<file path="src/rtl/jtframe_debug_keys_pkg.sv">
// Shared types and PS/2 set-2 scan-code constants for the debug-key decoder.
// Key bits 19/20 are only driven when JTFRAME_DEBUG_ALTKEYS_EN is defined.
package jtframe_debug_keys_pkg;

  typedef enum logic [2:0] {
    ST_IDLE   = 3'd0,
    ST_EXT    = 3'd1,
    ST_BRK    = 3'd2,
    ST_EXTBRK = 3'd3,
    ST_SKIP   = 3'd4
  } state_t;

  localparam logic [7:0] SC_EXT     = 8'hE0;
  localparam logic [7:0] SC_BRK     = 8'hF0;
  localparam logic [7:0] SC_PAUSE   = 8'hE1;
  localparam logic [7:0] SC_LSHIFT  = 8'h12;
  localparam logic [7:0] SC_RSHIFT  = 8'h59;
  localparam logic [7:0] SC_CTRL    = 8'h14;
  localparam logic [7:0] SC_KPPLUS  = 8'h79;
  localparam logic [7:0] SC_KPMINUS = 8'h7B;
  localparam logic [7:0] SC_KPSTAR  = 8'h7C;
  localparam logic [7:0] SC_F9      = 8'h01;
  localparam logic [7:0] SC_F10     = 8'h09;
  localparam logic [7:0] SC_F11     = 8'h78;
  localparam logic [7:0] SC_F12     = 8'h07;
  localparam logic [7:0] SC_D1      = 8'h16;
  localparam logic [7:0] SC_D2      = 8'h1E;
  localparam logic [7:0] SC_D3      = 8'h26;
  localparam logic [7:0] SC_D4      = 8'h25;
  localparam logic [7:0] SC_D5      = 8'h2E;
  localparam logic [7:0] SC_D6      = 8'h36;
  localparam logic [7:0] SC_D7      = 8'h3D;
  localparam logic [7:0] SC_D8      = 8'h3E;
  localparam logic [7:0] SC_EQ      = 8'h55;
  localparam logic [7:0] SC_MINUS   = 8'h4E;

  localparam logic [2:0] PAUSE_SKIP = 3'd7;

  // Held-key vector layout; every physical source keeps its own bit.
  localparam int         NKEYS    = 21;
  localparam logic [4:0] K_LSHIFT = 5'd0;
  localparam logic [4:0] K_RSHIFT = 5'd1;
  localparam logic [4:0] K_LCTRL  = 5'd2;
  localparam logic [4:0] K_RCTRL  = 5'd3;
  localparam logic [4:0] K_PLUS   = 5'd4;
  localparam logic [4:0] K_MINUS  = 5'd5;
  localparam logic [4:0] K_STAR   = 5'd6;
  localparam logic [4:0] K_GFX0   = 5'd7;
  localparam logic [4:0] K_DIG0   = 5'd11;
  localparam logic [4:0] K_EQ     = 5'd19;
  localparam logic [4:0] K_ALTMIN = 5'd20;

endpackage

</file>
<file path="src/rtl/jtframe_debug_keys_if.sv">
// Byte stream from the PS/2 receiver into the debug-key decoder.
interface jtframe_debug_keys_if;
  logic       ps2_valid;
  logic [7:0] ps2_data;

  modport master (output ps2_valid, output ps2_data);
  modport slave  (input  ps2_valid, input  ps2_data);
endinterface

</file>
<file path="src/rtl/jtframe_debug_keymap.sv">
// Combinational scan-code lookup: {ext, code} -> one-hot key bit plus valid.
// "=" and "-" map only when JTFRAME_DEBUG_ALTKEYS_EN is defined.
module jtframe_debug_keymap
  import jtframe_debug_keys_pkg::*;
(
  input  logic             ext,
  input  logic [7:0]       code,
  output logic [NKEYS-1:0] hot,
  output logic             valid
);

  logic [4:0] idx;

  // Table lookup; fake shifts (E0 12 / E0 59) fall through as unmapped.
  always_comb begin
    idx   = 5'd0;
    valid = 1'b0;
    if (ext) begin
      if (code == SC_CTRL) begin
        idx   = K_RCTRL;
        valid = 1'b1;
      end else begin
        valid = 1'b0;
      end
    end else begin
      valid = 1'b1;
      case (code)
        SC_LSHIFT:  idx = K_LSHIFT;
        SC_RSHIFT:  idx = K_RSHIFT;
        SC_CTRL:    idx = K_LCTRL;
        SC_KPPLUS:  idx = K_PLUS;
        SC_KPMINUS: idx = K_MINUS;
        SC_KPSTAR:  idx = K_STAR;
        SC_F9:      idx = K_GFX0;
        SC_F10:     idx = K_GFX0 + 5'd1;
        SC_F11:     idx = K_GFX0 + 5'd2;
        SC_F12:     idx = K_GFX0 + 5'd3;
        SC_D1:      idx = K_DIG0;
        SC_D2:      idx = K_DIG0 + 5'd1;
        SC_D3:      idx = K_DIG0 + 5'd2;
        SC_D4:      idx = K_DIG0 + 5'd3;
        SC_D5:      idx = K_DIG0 + 5'd4;
        SC_D6:      idx = K_DIG0 + 5'd5;
        SC_D7:      idx = K_DIG0 + 5'd6;
        SC_D8:      idx = K_DIG0 + 5'd7;
`ifdef JTFRAME_DEBUG_ALTKEYS_EN
        SC_EQ:      idx = K_EQ;
        SC_MINUS:   idx = K_ALTMIN;
`endif
        default:    valid = 1'b0;
      endcase
    end
  end

  // One-hot expansion of the selected index.
  always_comb begin
    hot = '0;
    if (valid) begin
      hot = {{(NKEYS-1){1'b0}}, 1'b1} << idx;
    end else begin
      hot = '0;
    end
  end

endmodule

</file>
<file path="src/rtl/jtframe_debug_keys.sv">
// PS/2 set-2 decoder producing held-key levels for the JTFRAME debug overlay.
// Optional main-keyboard +/- aliases: define JTFRAME_DEBUG_ALTKEYS_EN.
module jtframe_debug_keys
  import jtframe_debug_keys_pkg::*;
#(
  parameter int            TOW     = 24,
  parameter logic [TOW-1:0] TIMEOUT = 24'd1_000_000
)(
  input  logic                 clk,
  input  logic                 rst,
  jtframe_debug_keys_if.slave  ps2,
  output logic                 shift,
  output logic                 ctrl,
  output logic                 debug_plus,
  output logic                 debug_minus,
  output logic                 debug_rst,
  output logic [3:0]           key_gfx,
  output logic [7:0]           key_digit
);

  localparam logic [TOW-1:0] TMR_LAST = TIMEOUT - {{(TOW-1){1'b0}}, 1'b1};
  localparam logic [TOW-1:0] TMR_ONE  = {{(TOW-1){1'b0}}, 1'b1};

  state_t           state_r, state_nxt;
  logic [2:0]       skip_r, skip_nxt;
  logic [TOW-1:0]   tmr_r, tmr_nxt;
  logic [NKEYS-1:0] keys_r, keys_nxt;
  logic [NKEYS-1:0] map_hot;
  logic             map_valid;
  logic             ext;
  logic             upd;
  logic             make;

  assign ext = (state_r == ST_EXT) || (state_r == ST_EXTBRK);

  jtframe_debug_keymap u_keymap (
    .ext   (ext),
    .code  (ps2.ps2_data),
    .hot   (map_hot),
    .valid (map_valid)
  );

  // Next-state, skip/timeout counters and key update decision.
  always_comb begin
    state_nxt = state_r;
    skip_nxt  = skip_r;
    tmr_nxt   = tmr_r;
    upd       = 1'b0;
    make      = 1'b0;
    if (state_r == ST_IDLE) begin
      tmr_nxt = '0;
      if (ps2.ps2_valid) begin
        case (ps2.ps2_data)
          SC_EXT:   state_nxt = ST_EXT;
          SC_BRK:   state_nxt = ST_BRK;
          SC_PAUSE: begin
            state_nxt = ST_SKIP;
            skip_nxt  = PAUSE_SKIP;
          end
          default: begin
            upd  = 1'b1;
            make = 1'b1;
          end
        endcase
      end else begin
        state_nxt = ST_IDLE;
      end
    end else if (ps2.ps2_valid) begin
      tmr_nxt   = '0;
      state_nxt = ST_IDLE;
      case (state_r)
        ST_EXT: begin
          if (ps2.ps2_data == SC_BRK) begin
            state_nxt = ST_EXTBRK;
          end else begin
            upd  = 1'b1;
            make = 1'b1;
          end
        end
        ST_BRK, ST_EXTBRK: upd = 1'b1;
        ST_SKIP: begin
          skip_nxt = skip_r - 3'd1;
          if (skip_r != 3'd1) begin
            state_nxt = ST_SKIP;
          end else begin
            state_nxt = ST_IDLE;
          end
        end
        default: state_nxt = ST_IDLE;
      endcase
    end else if (tmr_r == TMR_LAST) begin
      // Abandoned prefix: drop it silently.
      state_nxt = ST_IDLE;
      tmr_nxt   = '0;
      skip_nxt  = 3'd0;
    end else begin
      tmr_nxt = tmr_r + TMR_ONE;
    end
  end

  // Held-key vector update for make/break codes.
  always_comb begin
    keys_nxt = keys_r;
    if (upd && map_valid) begin
      if (make) begin
        keys_nxt = keys_r | map_hot;
      end else begin
        keys_nxt = keys_r & ~map_hot;
      end
    end else begin
      keys_nxt = keys_r;
    end
  end

  // FSM, counters and key state registers.
  always_ff @(posedge clk) begin
    if (rst) begin
      state_r <= ST_IDLE;
      skip_r  <= 3'd0;
      tmr_r   <= '0;
      keys_r  <= '0;
    end else begin
      state_r <= state_nxt;
      skip_r  <= skip_nxt;
      tmr_r   <= tmr_nxt;
      keys_r  <= keys_nxt;
    end
  end

  // Registered overlay outputs; separate sources are merged here.
  always_ff @(posedge clk) begin
    if (rst) begin
      shift       <= 1'b0;
      ctrl        <= 1'b0;
      debug_plus  <= 1'b0;
      debug_minus <= 1'b0;
      debug_rst   <= 1'b0;
      key_gfx     <= 4'd0;
      key_digit   <= 8'd0;
    end else begin
      shift       <= keys_nxt[K_LSHIFT] | keys_nxt[K_RSHIFT];
      ctrl        <= keys_nxt[K_LCTRL]  | keys_nxt[K_RCTRL];
      debug_plus  <= keys_nxt[K_PLUS]   | keys_nxt[K_EQ];
      debug_minus <= keys_nxt[K_MINUS]  | keys_nxt[K_ALTMIN];
      debug_rst   <= keys_nxt[K_STAR];
      key_gfx     <= keys_nxt[10:7];
      key_digit   <= keys_nxt[18:11];
    end
  end

endmodule

</file>
<file path="src/flat_wrapper.sv">
// flat-port wrapper written by rule: the top's interface ports become plain ports
module jtframe_debug_keys_flat import jtframe_debug_keys_pkg::*;
#(
  parameter int            TOW     = 24,
  parameter logic [TOW-1:0] TIMEOUT = 24'd1_000_000
)
  (clk, rst, shift, ctrl, debug_plus, debug_minus, debug_rst, key_gfx, key_digit, ps2_ps2_valid, ps2_ps2_data);
  jtframe_debug_keys_if ps2_i ();
  input  logic clk;
  input  logic rst;
  output logic shift;
  output logic ctrl;
  output logic debug_plus;
  output logic debug_minus;
  output logic debug_rst;
  output logic [3:0] key_gfx;
  output logic [7:0] key_digit;
  input wire logic [$bits(ps2_i.ps2_valid)-1:0] ps2_ps2_valid;
  input wire logic [$bits(ps2_i.ps2_data)-1:0] ps2_ps2_data;
  assign ps2_i.ps2_valid = ps2_ps2_valid;
  assign ps2_i.ps2_data = ps2_ps2_data;
  jtframe_debug_keys #(.TOW(TOW), .TIMEOUT(TIMEOUT)) u_core (.clk(clk), .rst(rst), .ps2(ps2_i), .shift(shift), .ctrl(ctrl), .debug_plus(debug_plus), .debug_minus(debug_minus), .debug_rst(debug_rst), .key_gfx(key_gfx), .key_digit(key_digit));
endmodule
</file>
<file path="config.mk">
export PLATFORM = sky130hd
export DESIGN_NAME = jtframe_debug_keys_flat
export DESIGN_NICKNAME = d
export VERILOG_FILES = /design/src/rtl/jtframe_debug_keys_pkg.sv /design/src/rtl/jtframe_debug_keys_if.sv /design/src/rtl/jtframe_debug_keymap.sv /design/src/rtl/jtframe_debug_keys.sv /design/src/flat_wrapper.sv
export SDC_FILE = /design/constraint.sdc
export NUM_CORES = 1
export LEC_CHECK = 0
export ABC_CLOCK_PERIOD_IN_PS = 2500
export CORE_ASPECT_RATIO = 1.5
export CORE_UTILIZATION = 40
export CTS_BUF_LIST = sky130_fd_sc_hd__clkbuf_8
export DETAILED_ROUTE_END_ITERATION = 6
export PLACE_DENSITY = 0.67
export SLEW_MARGIN = 20
export SYNTH_ARGS = -nofsm -noshare
export SYNTH_HDL_FRONTEND = slang
export SYNTH_SLANG_ARGS = --single-unit
</file>
<file path="constraint.sdc">
create_clock -name clk -period 2.5 [get_ports clk]
set_input_delay 0.25 -clock clk [delete_from_list [all_inputs] [get_ports clk]]
set_output_delay 0.25 -clock clk [all_outputs]
set_load 0.03 [all_outputs]
</file>
==> out/metrics.yaml, run 1 <==
power_and_ir_drop:
  irDropWorstVdd_mv: 0.5520
  total_power_mw: 1.642
  switching_share: 0.2352
  power_frac_comb: 0.110
  p_int_mw: 1.256
  power.leakage_nw: 1.444
  pwr-share-seq: 0.535
  clockPowerShare: 0.355
  power_switching_mw: 0.3862
  power_density_nw_per_um2: 411.7
global_route:
  antenna_found_initial: 0
  grtUsageTotal: 0.1943
  overflow: 0
  grt_pass1_wl_um: 12590
  grt_pass1_vias: 2881
  grt_start_max_net_pins: 20
synth:
  yosys-top-cells-area: "dfxtp_1, nor2_1, mux2i_1, nand3_1, a21oi_1"
  yosys.area.top_type_share: 0.3467
  syn_inst: 393
  synth_seq_cells: 55
  synth_common_cells: "dfxtp_1, nor2_1, nand3_1"
  synth_most_common_cell: "dfxtp_1"
  ys_seq_area_frac: 0.3467
  avgSynthCellArea_um2: 8.080
  async_flop_share: 0
  netlist_area_um2: 3176
  netlist-cell-type-count: 60
  synth_ff_type: "dfxtp_1"
  synth_nets: 407
  synth_edf_count: 0
  yosysTopAreaCell: "dfxtp_1"
  yosysWarningCount: 0
sta:
  holdWs_ns: 0.4430
  slew_headroom: 0.5677
  tightest_slew_ns: 0.6435
  finalSetupViolations: 0
  max_freq_mhz: 410.7
  fin_worst_skew_ns: 0.01289
  layout_min_cycle_time_ns: 2.435
  final_hold_viol_count: 0
  drv_slew: 0
  finalCritPeriodShare: 0.9739
clock_network:
  numCtsBuffers: 5
  cts.clk_slew.worst_paths_ns: 0.10
  post_cts_resized: 0
  hold_buffers: 0
  cts_tree: "done"
  ctsHtreeMaxLevel: 2
  ctsRootBufferMaster: "clkbuf_8"
  postCtsSetupBuffers: 0
  worstSkewPairLatency_ns: 0.31
  cts_sinks: 55
  cts_buffer_depth: 2
die:
  boundaryPins: 28
  die_area_um2: 8307
  num_rows: 39
  fp.dieH_um: 111.1
  coreArea_um2: 7661
  start_util: 0.4145
  die_x_um: 74.75
job:
  cap_violations: 0
final_layout:
  nets: 466
  diodes: 0
  layout-drive-gt1-share: 0.1792
  utilization: 0.5207
  final_area_um2: 3989
  area_delta_synth_final_pct: 25.61
worst_setup_path:
  startpoint_type: "input port"
  path_cells: "clkdlybuf4s50_1, buf_4, buf_4, nor2b_1, nand3_1, nand3_1, buf_4, o31ai_2, and3b_1, mux2i_1, a21oi_1"
  cpMostUsedCell: "buf_4"
  crit_type: "input port to flop"
  worstPathRequired_ns: 2.71
  regToRegStartpoint: "u_core.tmr_r[0]"
  crit_family: "buffers and inverters"
  worstPathArrival_ns: 2.64
  slowest_stage: "clkdlybuf4s50_1"
  path_buf_inv: 4
  endpoint_kind: "flop"
  cpPeakStageDelay_ns: 0.47
  crit_path_max_fanout: 9
  crit_start: "ps2_ps2_data[5]"
min_path:
  hold_class: "flop to flop"
  min_from: "u_core.keys_r[19]"
detailed_routing:
  avgRoutedWirePerCell_um: 14.28
  viasPerCell: 5.375
  antenna_left: 0
  num_vias: 2978
  wl_um: 7910
  dr.pass1.iters: 4
  drc: 0
  drtIter0Drc: 141
placed_design:
  place_area_um2: 3834
  gp_congestion: 0.8875
  portBuffers: 27
  dp_hpwl_um: 5974
outcome:
  status: "finished, final reports clean"
-- power by group through the flow --
stage | Sequential (mW) | Clock, mW | Combinational (mW)
after detailed placement | 0.898 | 0 | 0.174
after global placement | 0.898 | 0 | 0.171
final | 0.878 | 0.584 | 0.181
after global routing | 0.879 | 0.636 | 0.194
after floorplan | 0.899 | 0 | 0.0880
after CTS | 0.878 | 0.604 | 0.175
-- kinds of logic after synthesis --
kind of cell,after synthesis,share of synthesized area
compound gates,64,0.1430
xor+xnor,18,0.04965
fa+ha+maj,3,0.01182
buf+inv,52,0.08038
flops,55,0.3467
mux,14,0.04413
simple gates,187,0.3243
-- worst min-delay path, cell delays in order, from the launching register on --
cell     delay (ns)
dfxtp_1        0.31
inv_1          0.06
nor2_1         0.04
-- metal layers --
layer / part of all wire / vias to the layer above / track usage / wire length (um)
li1: - / 1503 / - / -
met1: 0.39 / 1408 / 0.1981 / 3114
met2: 0.55 / 48 / 0.3646 / 4346
met3: 0.027 / 19 / 0.02909 / 215
met4: 0.029 / 0 / 0.09308 / 233
met5: 0 / - / 0 / 0
-- through the flow --
| stage | instances | setup slack, ns | setup TNS [ns] |
|---|---|---|---|
| 2_1_floorplan | 393 | 0.2998 | 0 |
| 3_3_place_gp | 547 | -0.2390 | -3.021 |
| 3_5_place_dp | 547 | -0.2513 | -3.876 |
| 4_1_cts | 554 | 0.08281 | 0 |
| 5_1_grt | 554 | -0.003004 | -0.003004 |
| 6_report | 554 | 0.06535 | 0 |
-- cells in the final DEF, fill, tap and decap left out, types with 3 or more instances in the layout --
master,synthesis,final
or3_1,9,9
nor2_1,43,43
inv_1,20,20
a21bo_1,4,4
and3_1,6,6
nand4_1,10,10
dfxtp_1,55,55
nor4b_1,4,3
nand3_1,25,25
xnor2_1,11,11
a21oi_1,24,23
nand2b_1,15,15
nand2_1,23,23
nor2b_1,8,7
clkbuf_8,0,5
ha_1,3,3
nor3_1,13,12
clkdlybuf4s50_1,0,27
mux2i_1,14,14
buf_4,12,56
xor2_1,7,7
a21o_1,4,4
o21ai_0,8,8
nor4_1,8,6
-- sequential cells by signal (all words and copies together), names as in the netlist, named ones only --
name / cells
u_core.debug_plus: 1
u_core.shift: 1
u_core.state_r: 3
u_core.key_digit: 7
u_core.skip_r: 3
u_core.debug_minus: 1
u_core.tmr_r: 24
u_core.key_gfx: 3
u_core.ctrl: 1
u_core.keys_r: 8
-- final timing paths --
kind                  endpoint  slack, ns  cells after the start
max          u_core.debug_plus       0.07                     11
min          u_core.keys_r[19]       0.44                      2
max reg2reg   u_core.tmr_r[20]       0.22                      9
min reg2reg  u_core.keys_r[19]       0.44                      2
-- final cells by class --
| cell class | instances | area, um^2 |
|---|---|---|
| fill | 735 | 3672 |
| multi-input combinational | 286 | 1868 |
| sequential | 55 | 1101 |
| timing repair buffer | 84 | 710.7 |
| tap | 102 | 127.6 |
| inverter | 20 | 75.07 |
| clock buffer | 5 | 68.82 |
| clock inverter | 2 | 37.54 |
(Power assumes the default switching activity.)
==> run 2: changes to the inputs <==
--- a/config.mk
+++ b/config.mk
@@ -10,7 +10,6 @@
 export CORE_UTILIZATION = 40
 export CTS_BUF_LIST = sky130_fd_sc_hd__clkbuf_8
 export DETAILED_ROUTE_END_ITERATION = 6
-export PLACE_DENSITY = 0.67
 export SLEW_MARGIN = 20
 export SYNTH_ARGS = -nofsm -noshare
 export SYNTH_HDL_FRONTEND = slang
==> run 2 against run 1 <==
- combinational power is essentially flat
- final cell count is 1.1% lower
- critical path depth fell by 2
- first-iteration DRC count fell by 42%
- clock power grew 15%
- fmax up 2.8%
- hold slack is essentially flat
- clock skew down 0.00079 ns
- worst setup slack improved by 0.066 ns
- total power is 5.2% higher
- die area did not move
- largest power group unchanged
- highest routed layer unchanged
==> out/metrics.yaml, run 2 (same netlist as run 1, synthesis figures left out) <==
placed_design:
  placed_cells: 540
  place_worst_setup_slack_ns: -0.2818
  gp_congestion: 0.8456
  portBuffers: 27
  dp_hpwl_um: 6079
  place_area_um2: 3794
power_and_ir_drop:
  irDropWorstVdd_mv: 0.3048
  power_density_nw_per_um2: 433.3
  power.leakage_nw: 1.444
sta:
  max_freq_mhz: 422.2
  finalSetupViolations: 0
  tightest_slew_ns: 0.8297
  drv_slew: 0
  slew_headroom: 0.4426
  rsz0062_at_grt: "no"
  setup_ws_ns: 0.1317
  fin_worst_skew_ns: 0.01209
  final_hold_viol_count: 0
  fin_tns_setup_ns: 0
  finalCritPeriodShare: 0.9473
  layout_min_cycle_time_ns: 2.368
  holdWs_ns: 0.4433
detailed_routing:
  viasPerCell: 5.336
  num_vias: 2924
  dr.pass1.iters: 4
  drtIter0Drc: 82
  drc: 0
  avgRoutedWirePerCell_um: 14.35
  wl_um: 7866
  antenna_left: 0
final_layout:
  largest_reg_flops: 24
  nets: 459
  area_delta_synth_final_pct: 25.49
  layout-drive-gt1-share: 0.1726
  final_cell_mix: "dfxtp_1, buf_4, nor2_1, clkdlybuf4s50_1, nand3_1"
  layout.cells.non_filler: 548
  nFillCells: 739
  reg_top3: "u_core.tmr_r (24), u_core.keys_r (8), u_core.key_digit (7)"
  diodes: 0
  regMostFlops: "u_core.tmr_r"
  final_area_um2: 3985
  final_common_cell: "dfxtp_1"
global_route:
  grt_pass1_vias: 2870
  grtUsageTotal: 0.1973
  grt_start_max_net_pins: 20
  grt_pass1_wl_um: 12830
  overflow: 0
  antenna_found_initial: 0
worst_setup_path:
  crit_family: "simple AND/OR/NAND/NOR gates"
  crit_type: "input port to flop"
  worstPathArrival_ns: 2.55
  r2r-end: "u_core.tmr_r[18]"
  crit_start: "ps2_ps2_data[0]"
  endpoint_kind: "flop"
  cpPeakStageDelay_ns: 0.48
  reg2reg_depth: 9
  path_cells: "clkdlybuf4s50_1, buf_4, nor2b_1, or4b_1, a21oi_2, o31ai_2, and3b_1, mux2i_1, a21oi_1"
  regToRegStartpoint: "u_core.tmr_r[0]"
  worstPathRequired_ns: 2.68
  crit_path_max_fanout: 13
  path_depth: 9
  rrSetupSlack_ns: 0.21
  path_buf_inv: 2
  crit_end: "u_core.debug_plus"
  startpoint_type: "input port"
  slowest_stage: "clkdlybuf4s50_1"
die:
  die_area_um2: 8307
  num_rows: 39
  coreArea_um2: 7661
  boundaryPins: 28
  start_util: 0.4145
  fp.dieH_um: 111.1
  die_x_um: 74.75
clock_network:
  cts_buffer_depth: 2
  cts.clk_slew.worst_paths_ns: 0.08
  numCtsBuffers: 5
  worstSkewPairLatency_ns: 0.30
  ctsRootBufferMaster: "clkbuf_8"
  hold_buffers: 0
  ctsHtreeMaxLevel: 2
  cts_tree: "done"
  cts_sinks: 55
job:
  cap_violations: 0
min_path:
  hold_class: "flop to flop"
outcome:
  status: "finished, final reports clean"
## run 2: area by class of cell
type	count	area [um^2]	share of cell area
tap	102	127.6	0.03203
clock inverter	3	63.81	0.01601
inverter	20	75.07	0.01884
timing repair buffer	77	673.1	0.1689
clock buffer	5	68.82	0.01727
multi-input combinational	286	1876	0.4706
sequential	55	1101	0.2763
## run 2: tightest hold or removal path, cell delays in order (launching register included)
cell and delay (ns):
dfxtp_1 0.31, inv_1 0.06, nor2_1 0.04
## run 2: metal layers
metal / track usage / vias up / part of all wire
met3: 0.03545 / 19 / 0.034
met4: 0.09434 / 0 / 0.029
li1: - / 1481 / -
met5: 0 / - / 0
met1: 0.2112 / 1368 / 0.38
met2: 0.3556 / 56 / 0.55
## run 2: metrics by stage
| stage | power, mW | util |
|---|---|---|
| 2_1_floorplan | 0.9874 | - |
| 3_3_place_gp | 1.068 | 0.4952 |
| 3_5_place_dp | 1.071 | 0.4952 |
| 4_1_cts | 1.747 | 0.5125 |
| 5_1_grt | 1.793 | 0.5202 |
| 6_report | 1.727 | 0.5202 |
## run 2: worst min-delay path by stage
| stage | start | end | slack (ns) | cells past startpoint |
|---|---|---|---|---|
| 2_1_floorplan | u_core.keys_r[19] | u_core.keys_r[19] | 0.42 | 2 |
| 5_1_grt | u_core.keys_r[19] | u_core.keys_r[19] | 0.49 | 2 |
| 3_3_place_gp | u_core.keys_r[19] | u_core.keys_r[19] | 0.42 | 2 |
| 3_5_place_dp | u_core.keys_r[19] | u_core.keys_r[19] | 0.44 | 2 |
| 4_1_cts | u_core.keys_r[19] | u_core.keys_r[19] | 0.45 | 2 |
| 6_report | u_core.keys_r[19] | u_core.keys_r[19] | 0.44 | 2 |
## run 2: report_power, final
part | internal (mW) | total (mW) | switching, mW
clock network | 0.396 | 0.671 | 0.275
logic | 0.0837 | 0.178 | 0.0944
registers | 0.877 | 0.878 | 0.000844
## run 2: what timing repair did
item / CTS / global route
endpoints found under the setup margin: 0 / 15
setup buffers: 0 / 0
resized for setup: 0 / 12
==> run 3: changes to the inputs <==
--- a/config.mk
+++ b/config.mk
@@ -5,11 +5,12 @@
 export SDC_FILE = /design/constraint.sdc
 export NUM_CORES = 1
 export LEC_CHECK = 0
-export ABC_CLOCK_PERIOD_IN_PS = 2500
 export CORE_ASPECT_RATIO = 1.5
-export CORE_UTILIZATION = 40
+export CORE_UTILIZATION = 50
 export CTS_BUF_LIST = sky130_fd_sc_hd__clkbuf_8
 export DETAILED_ROUTE_END_ITERATION = 6
+export GPL_TIMING_DRIVEN = 1
+export PLACE_DENSITY = 0.71
 export SLEW_MARGIN = 20
 export SYNTH_ARGS = -nofsm -noshare
 export SYNTH_HDL_FRONTEND = slang
==> run 3 against run 2 <==
- design area is 0.53% lower
- global-route usage increased by 5.2 points
- first-iteration DRC count increased by 59%
- sequential share of layout area up 0.15 points
- utilization rose by 13 points
- combinational power about the same
- non-clock buffer count grew 7
- total power shrank 2.6%
- sequential power about the same
- largest cell class unchanged
- via count grew 3.0%
- critical endpoint is now u_core.key_digit[6]
- worst setup slack worse by 0.056 ns
- critical path depth up 1
==> out/metrics.yaml, run 3 (same netlist as run 1, synthesis figures left out) <==
sta:
  rsz0062_at_grt: "yes"
  layout_min_cycle_time_ns: 2.424
  max_freq_mhz: 412.5
  finalCritPeriodShare: 0.9697
  holdWs_ns: 0.4431
  tightest_slew_ns: 0.6188
  fin_worst_skew_ns: 0.01373
  final_hold_viol_count: 0
  slew_headroom: 0.5852
  setup_ws_ns: 0.07587
  drv_slew: 0
  finalSetupViolations: 0
final_layout:
  seq_area_um2: 1101
  area_delta_synth_final_pct: 24.82
  layout-drive-gt1-share: 0.1788
  nFillCells: 552
  multi_input_area_um2: 1861
  reg_top3: "u_core.tmr_r (24), u_core.keys_r (8), u_core.key_digit (7)"
  regMostFlops: "u_core.tmr_r"
  largest_reg_flops: 24
  nets: 466
  final_common_cell: "buf_4"
  final_cell_mix: "buf_4, dfxtp_1, nor2_1, clkdlybuf4s50_1, nand3_1"
  diodes: 0
die:
  fp.dieH_um: 99.61
  boundaryPins: 28
  die_area_um2: 6681
  coreArea_um2: 6131
  start_util: 0.5180
  num_rows: 35
  die_x_um: 67.07
global_route:
  overflow: 0
  grtUsageTotal: 0.2491
  antenna_found_initial: 0
  grt_pass1_vias: 2934
  grt_start_max_net_pins: 19
  grt_pass1_wl_um: 12750
detailed_routing:
  wl_um: 7876
  avgRoutedWirePerCell_um: 14.94
  antenna_left: 0
  drc: 0
  viasPerCell: 5.715
  num_vias: 3012
  dr.pass1.iters: 5
  drtIter0Drc: 130
worst_setup_path:
  worstPathArrival_ns: 2.64
  path_buf_inv: 3
  worstPathRequired_ns: 2.72
  cpPeakStageDelay_ns: 0.66
  startpoint_type: "input port"
  path_depth: 10
  cpMostUsedCell: "buf_4"
  crit_type: "input port to flop"
  crit_path_max_fanout: 6
  slowest_stage: "clkdlybuf4s50_1"
  endpoint_kind: "flop"
  path_cells: "clkdlybuf4s50_1, nand2b_1, buf_4, a2111oi_4, nand3b_1, or3_4, nor4b_1, buf_4, mux2i_1, nor2_1"
  reg2reg_depth: 9
  crit_family: "simple AND/OR/NAND/NOR gates"
placed_design:
  dp_hpwl_um: 5858
  gp_congestion: 0.8967
  place_worst_setup_slack_ns: -0.2748
  portBuffers: 27
clock_network:
  cts.clk_slew.worst_paths_ns: 0.10
  worstSkewPairLatency_ns: 0.32
  cts_buffer_depth: 2
  cts_tree: "done"
  numCtsBuffers: 5
  hold_buffers: 0
  cts_sinks: 55
  ctsHtreeMaxLevel: 2
  ctsRootBufferMaster: "clkbuf_8"
power_and_ir_drop:
  irDropWorstVdd_mv: 0.6234
  power_density_nw_per_um2: 424.3
  power.leakage_nw: 1.470
  total_power_mw: 1.682
min_path:
  whs_path_depth: 2
  hold_class: "flop to flop"
job:
  cap_violations: 0
outcome:
  status: "finished, final reports clean"
==> run 3: repair_timing <==
item                                    CTS  global route
gates resized for setup                   0             9
setup buffers                             0             2
endpoints found under the setup margin    0            11
==> run 3: final timing paths <==
check | start | endpoint | slack (ns)
max | ps2_ps2_data[7] | u_core.key_digit[6] | 0.08
min | u_core.keys_r[19] | u_core.keys_r[19] | 0.44
max reg2reg | u_core.tmr_r[0] | u_core.tmr_r[18] | 0.19
min reg2reg | u_core.keys_r[19] | u_core.keys_r[19] | 0.44
==> run 3: area by class of cell <==
cell class,count,share of cell area
repair buffers,84,0.1799
inverters,20,0.01894
clock inverters,2,0.009785
clock buffers,6,0.02083
well taps,74,0.02336
multi-input cells,286,0.4694
flip-flops and latches,55,0.2778
==> run 3: metrics by stage <==
step	cell area (um^2)	instances	util	TNS, ns
2_1_floorplan	3176	393	-	0
3_3_place_gp	3784	517	0.6171	-3.429
3_5_place_dp	3784	517	0.6171	-3.989
4_1_cts	3905	525	0.6369	0
5_1_grt	3964	527	0.6465	-0.07553
6_report	3964	527	0.6465	0
==> run 3: per-layer routing <==
layer  part of all wire  global-route usage
met1               0.38              0.2536
met4              0.054              0.1718
met5                  0                   0
met3              0.028             0.02982
met2               0.53              0.4508
==> run 3: worst reg2reg max path, delay by kind of cell, from the launching register on <==
| kind | cells | cell delay (ns) |
|---|---|---|
| fa+ha+maj | 1 | 0.25 |
| flops | 1 | 0.35 |
| compound gates | 1 | 0.11 |
| simple gates | 5 | 1.21 |
| buf+inv | 2 | 0.33 |
==> run 3: power breakdown <==
| group | total (mW) | switching (mW) | internal, mW |
|---|---|---|---|
| clock | 0.625 | 0.295 | 0.330 |
| sequential | 0.878 | 0.000797 | 0.877 |
| combinational | 0.179 | 0.0936 | 0.0853 |
